===== src/rtl/mips_pkg.sv =====
// -----------------------------------------------------------------------------
// mips_pkg
// Shared definitions for the instruction-memory side of the core.
//   BUS_WIDTH   : byte-address / instruction word width (also used by
//                 instruction_memory).
//   INSTR_BYTES : bytes per instruction word; the loader address stride.
//   loader_state_t : state encoding of the instruction-memory loader.
// -----------------------------------------------------------------------------
package mips_pkg;

    localparam int BUS_WIDTH   = 16;
    localparam int INSTR_BYTES = 2;

    typedef enum logic [2:0] {
        ST_IDLE   = 3'd0,
        ST_GET_LO = 3'd1,
        ST_GET_HI = 3'd2,
        ST_WRITE  = 3'd3,
        ST_DONE   = 3'd4
    } loader_state_t;

endpackage


===== src/rtl/imem_loader.sv =====
// -----------------------------------------------------------------------------
// imem_loader
// Write-side companion to the instruction memory. Takes a byte stream over a
// valid/ready handshake, packs byte pairs (low byte first) into 16-bit words
// and writes them to consecutive even byte addresses starting at base_addr.
// busy holds the CPU off the fetch path while a load is in progress.
//
// Ports:
//   clk          system clock, all state changes on posedge
//   rst          asynchronous active-low reset
//   start        one-cycle load request, only honoured in IDLE
//   abort        cancels a load in progress; wins over start
//   base_addr    byte address of the first word (must be even)
//   word_count   number of words to load (0 is legal)
//   in_valid     stream byte valid
//   in_data      stream byte
//   in_ready     loader consumes a byte this cycle
//   mem_wr_en    one-cycle instruction memory write strobe
//   mem_wr_addr  byte address of the write (held between writes)
//   mem_wr_data  assembled instruction word (held between writes)
//   busy         load in progress (any state except IDLE)
//   done         one-cycle pulse after the last word is written
//   error        one-cycle pulse when start is rejected for an odd base_addr
// -----------------------------------------------------------------------------
module imem_loader
    import mips_pkg::*;
#(
    parameter int BUS_WIDTH   = mips_pkg::BUS_WIDTH,
    parameter int COUNT_WIDTH = 16
) (
    input  logic                   clk,
    input  logic                   rst,
    input  logic                   start,
    input  logic                   abort,
    input  logic [BUS_WIDTH-1:0]   base_addr,
    input  logic [COUNT_WIDTH-1:0] word_count,
    input  logic                   in_valid,
    input  logic [7:0]             in_data,
    output logic                   in_ready,
    output logic                   mem_wr_en,
    output logic [BUS_WIDTH-1:0]   mem_wr_addr,
    output logic [BUS_WIDTH-1:0]   mem_wr_data,
    output logic                   busy,
    output logic                   done,
    output logic                   error
);

    loader_state_t          r_state;
    loader_state_t          w_state_nxt;

    logic [BUS_WIDTH-1:0]   r_addr;
    logic [COUNT_WIDTH-1:0] r_count;
    logic [7:0]             r_lo;
    logic [BUS_WIDTH-1:0]   r_wr_addr;
    logic [BUS_WIDTH-1:0]   r_wr_data;
    logic                   r_error;

    logic                   w_in_ready;
    logic                   w_wr_en;
    logic                   w_busy;
    logic                   w_done;
    logic                   w_accept;
    logic                   w_reject;
    logic                   w_lo_take;
    logic                   w_hi_take;

    always_ff @(posedge clk or negedge rst) begin
        if (!rst) begin
            r_state <= ST_IDLE;
        end else begin
            r_state <= w_state_nxt;
        end
    end

    always_comb begin
        w_state_nxt = r_state;
        w_in_ready  = 1'b0;
        w_wr_en     = 1'b0;
        w_busy      = 1'b1;
        w_done      = 1'b0;
        w_accept    = 1'b0;
        w_reject    = 1'b0;
        w_lo_take   = 1'b0;
        w_hi_take   = 1'b0;
        case (r_state)
            ST_IDLE: begin
                w_busy = 1'b0;
                // abort in IDLE suppresses the request entirely, error included
                if (start && !abort) begin
                    if (base_addr[0]) begin
                        w_reject = 1'b1;
                    end else begin
                        w_accept    = 1'b1;
                        w_state_nxt = (word_count == '0) ? ST_DONE : ST_GET_LO;
                    end
                end
            end
            ST_GET_LO: begin
                w_in_ready = 1'b1;
                if (abort) begin
                    w_state_nxt = ST_IDLE;
                end else if (in_valid) begin
                    w_lo_take   = 1'b1;
                    w_state_nxt = ST_GET_HI;
                end
            end
            ST_GET_HI: begin
                w_in_ready = 1'b1;
                // a byte handshaken together with abort is dropped along with
                // the pending low byte
                if (abort) begin
                    w_state_nxt = ST_IDLE;
                end else if (in_valid) begin
                    w_hi_take   = 1'b1;
                    w_state_nxt = ST_WRITE;
                end
            end
            ST_WRITE: begin
                // the strobe is already out this cycle, so abort cannot cancel it
                w_wr_en = 1'b1;
                if (abort) begin
                    w_state_nxt = ST_IDLE;
                end else if (r_count == COUNT_WIDTH'(1)) begin
                    w_state_nxt = ST_DONE;
                end else begin
                    w_state_nxt = ST_GET_LO;
                end
            end
            ST_DONE: begin
                w_done      = !abort;
                w_state_nxt = ST_IDLE;
            end
            default: begin
                w_state_nxt = ST_IDLE;
            end
        endcase
    end

    always_ff @(posedge clk or negedge rst) begin
        if (!rst) begin
            r_addr    <= '0;
            r_count   <= '0;
            r_lo      <= '0;
            r_wr_addr <= '0;
            r_wr_data <= '0;
            r_error   <= 1'b0;
        end else begin
            r_error <= w_reject;
            if (w_accept) begin
                r_addr  <= base_addr;
                r_count <= word_count;
            end
            if (w_lo_take) begin
                r_lo <= in_data;
            end
            if (w_hi_take) begin
                r_wr_addr <= r_addr;
                r_wr_data <= BUS_WIDTH'({in_data, r_lo});
            end
            // address wraps naturally at 2^BUS_WIDTH
            if (r_state == ST_WRITE) begin
                r_addr  <= r_addr + BUS_WIDTH'(INSTR_BYTES);
                r_count <= r_count - COUNT_WIDTH'(1);
            end
        end
    end

    assign in_ready    = w_in_ready;
    assign mem_wr_en   = w_wr_en;
    assign mem_wr_addr = r_wr_addr;
    assign mem_wr_data = r_wr_data;
    assign busy        = w_busy;
    assign done        = w_done;
    assign error       = r_error;

endmodule


===== config.mk =====
export PLATFORM = sky130hd
export DESIGN_NAME = imem_loader
export DESIGN_NICKNAME = d
export VERILOG_FILES = /design/src/rtl/mips_pkg.sv /design/src/rtl/imem_loader.sv
export SDC_FILE = /design/constraint.sdc
export NUM_CORES = 1
export LEC_CHECK = 0
export ABC_AREA = 1
export CAP_MARGIN = 25
export CORE_MARGIN = 2
export CORE_UTILIZATION = 30
export CTS_BUF_LIST = sky130_fd_sc_hd__clkbuf_4
export DETAILED_ROUTE_END_ITERATION = 7
export PLACE_DENSITY_LB_ADDON = 0.08
export SYNTH_ARGS = -nofsm -noshare
export SYNTH_HDL_FRONTEND = slang
export SYNTH_SLANG_ARGS = --single-unit

===== constraint.sdc =====
create_clock -name clk -period 3.5 [get_ports clk]
set_input_delay 0.525 -clock clk [delete_from_list [all_inputs] [get_ports clk]]
set_output_delay 0.525 -clock clk [all_outputs]
set_load 0.01 [all_outputs]

==> qor.yml <==
floorplan:
  start_util_pct: 30.7
  design.core.area_um2: 13200
  die_h_um: 120
  rows: 42
  die_area_um2: 14400
  die_width_um: 120
  ioPinCount: 82
synth:
  synthesis.nets: 564
  ys_ff_latch: 76
  synth_cell_types: 31
  syn-mean-instance-area_um2: 7.84
  synthArstFlopShare_pct: 100
  synth_cells: 516
  netlist_area_um2: 4040
  synth_flop_cell: "dfrtp_1"
  ys_seq_area_share_pct: 47.0
  synth-edff-count: 0
  yosysWarnings: 0
sta:
  finalCritPeriodShare_pct: 70.9
  min_period_ns: 2.48
  final-setup-viol-count: 0
  setup_tns_ns: 0
  max-slew-margin-rel_pct: 54.2
  rsz0062_at_grt: "false"
  hold_viol: 0
  maxSlewViolCount: 0
  fmax_mhz: 403
  skew_ns: 0.0152
  tightest_slew_ns: 0.686
run:
  maxCapViolCount: 0
setup_path:
  crit_slowest_cell: "dfrtp_1"
  cp-startpoint: "r_state[0]$_DFFE_PN0P_"
  worstPathArrival_ns: 1.96
  crit_type: "flop to output pin"
  r2r_start: "r_state[0]$_DFFE_PN0P_"
  crit_required_ns: 2.97
  start_kind: "flop"
  critPathCaptureType: "output pin"
  cpPeakStageDelay_ns: 0.55
  path_max_fanout: 17
  cp_cell_sequence: "nand3_4 -> inv_2 -> clkdlybuf4s50_1"
routing:
  drtIter0Drc: 263
  vias: 3538
  dr.pass1.iters: 4
  antenna_left: 0
  wl_um: 10500
  route.detailed.drc: 0
  drt-vias-per-instance: 4.55
  wire_per_inst_um: 13.4
clocking:
  cts_setup_buffers: 0
  htreeDepth: 3
  clkTransAtPathRegs_ns: 0.14
  clk_path_buf_depth: 2
  insertion_delay_ns: 0.44
  clockRootBuffer: "clkbuf_4"
  hold_buffers: 0
  numCtsBuffers: 9
  clock-sinks: 76
  cts_tree: "yes"
  cts_repair_resize_count: 0
power:
  cellLeakagePower_nw: 2.43
  clockPowerShare_pct: 16.9
  intPower_w: 0.00226
  switching_power_w: 0.00149
  power_density_nw_per_um2: 723
  p_comb_share_pct: 41.7
  power.share.sequential_pct: 41.5
  irDropWorstVdd_mv: 0.255
  switching_share_pct: 39.7
cells_and_area:
  syn2layout_area_growth_pct: 28.1
  num-fill-cells: 1391
  multi_input_area_um2: 1810
  instances_no_fill: 778
  final_nets: 645
  layout-drive-gt1-share_pct: 8.64
  num_antenna_cells: 0
  utilization_pct: 39.3
  seq_area_um2: 1900
  final_cell_mix: "nand2_1 (165), clkdlybuf4s50_1 (80), dfrtp_1 (76), inv_1 (57), nor2_1 (53)"
  final_common_cell: "nand2_1"
global_routing:
  grt_max_degree: 77
  antenna_found_initial: 0
  grt_pass1_wl_um: 17400
  grt.overflow.total: 0
  grt_pass1_vias: 3515
  grt_usage_pct: 15.4
placed_design:
  io_buffers: 81
  dp.cells: 761
  hpwl_um: 7470
  globalplace.congestion: 0.837
worst_hold_path:
  hold_path.class: "input pin to asynchronous set/reset pin"
outcome:
  status: "finished clean"
[metrics by stage]
| stage | total power [W] | area, um^2 | setup slack (ns) | hold WS, ns |
|---|---|---|---|---|
| 2_1_floorplan | 0.00249 | 4040 | 1.98 | 0.229 |
| 3_3_place_gp | 0.00312 | 4990 | 1.11 | 0.463 |
| 3_5_place_dp | 0.00315 | 4990 | 1.02 | 0.467 |
| 4_1_cts | 0.00379 | 5150 | 0.952 | 0.259 |
| 5_1_grt | 0.00408 | 5180 | 0.893 | 0.0226 |
| 6_report | 0.00374 | 5180 | 1.02 | 0.0265 |
[sequential cells by signal, summed over array words and instances (netlist names)]
name / count
r_lo: 8
r_addr: 16
r_count: 16
mem_wr_data: 16
error: 1
mem_wr_addr: 16
r_state: 3
[cells in the mapped netlist (all sizes together) (5+ instances only)]
| library cell | instances | area share, % |
|---|---|---|
| nand2 | 169 | 16 |
| nor3 | 6 | 0.87 |
| clkbuf | 5 | 0.46 |
| mux2 | 10 | 3.3 |
| inv | 61 | 5.7 |
| a21oi | 6 | 0.74 |
| buf | 9 | 2.0 |
| o211ai | 8 | 1.5 |
| nor2 | 56 | 5.8 |
| xor2 | 7 | 1.5 |
| nand4 | 5 | 0.77 |
| nand3 | 40 | 5.4 |
| o21ai | 50 | 6.9 |
| dfrtp | 76 | 47 |
[worst paths after layout]
| path | endpoint | slack (ns) | depth (start not counted) |
|---|---|---|---|
| worst max-delay path | mem_wr_en | 1.02 | 3 |
| worst max register to register | r_count[2]$_DFFE_PN0P_ | 1.64 | 6 |
| max in group asynchronous | r_addr[11]$_DFFE_PN0P_ | 2.90 | 2 |
| worst min-delay path | mem_wr_data[8]$_DFFE_PN0P_ | 0.03 | 1 |
| min in group clk | r_lo[1]$_DFFE_PN0P_ | 0.49 | 2 |
| worst min register to register | r_lo[1]$_DFFE_PN0P_ | 0.49 | 2 |
[power groups by stage]
stage / registers, W / logic, W / clock network [W]
2_1_floorplan: 0.00157 / 0.000919 / 0
3_3_place_gp: 0.00156 / 0.00156 / 0
3_5_place_dp: 0.00157 / 0.00157 / 0
4_1_cts: 0.00155 / 0.00158 / 0.000657
5_1_grt: 0.00161 / 0.00177 / 0.000703
6_report: 0.00155 / 0.00156 / 0.000632
[area by class of cell]
class / count / share of cell area (%)
Timing Repair Buffer: 84 / 16.4
Multi-Input combinational cell: 365 / 35.0
Sequential cell: 76 / 36.7
Clock buffer: 10 / 1.45
Clock inverter: 6 / 1.71
Tap cell: 176 / 4.25
Inverter: 61 / 4.42
[metal layers]
| layer | share of wire, % | wire length, um | track usage [%] | vias up |
|---|---|---|---|---|
| li1 | - | - | - | 1801 |
| met1 | 49 | 5140 | 20.7 | 1649 |
| met2 | 45 | 4710 | 24.6 | 75 |
| met3 | 4.4 | 463 | 2.52 | 13 |
| met4 | 1.4 | 146 | 6.10 | 0 |
| met5 | 0 | 0 | 0 | - |
[worst max-delay path: cells and delay by family (launching register included)]
family,cells,cell delay (ns)
and+or+nand+nor,1,0.29
buffers and inverters,2,0.67
DFF,1,0.55
[cells by family (layout without fill, tap and decap cells)]
kind of cell	after synthesis	after routing	synth area share, %
DFF	76	76	47.0
adders and majority gates	3	3	0.928
and+or+nand+nor	278	278	29.4
xor gates and xnor gates	7	7	1.52
AOI/OAI and AO/OA	67	67	9.68
muxes	10	10	3.34
buffers and inverters	75	161	8.11
No activity file was read; power rests on OpenSTA's default activity.
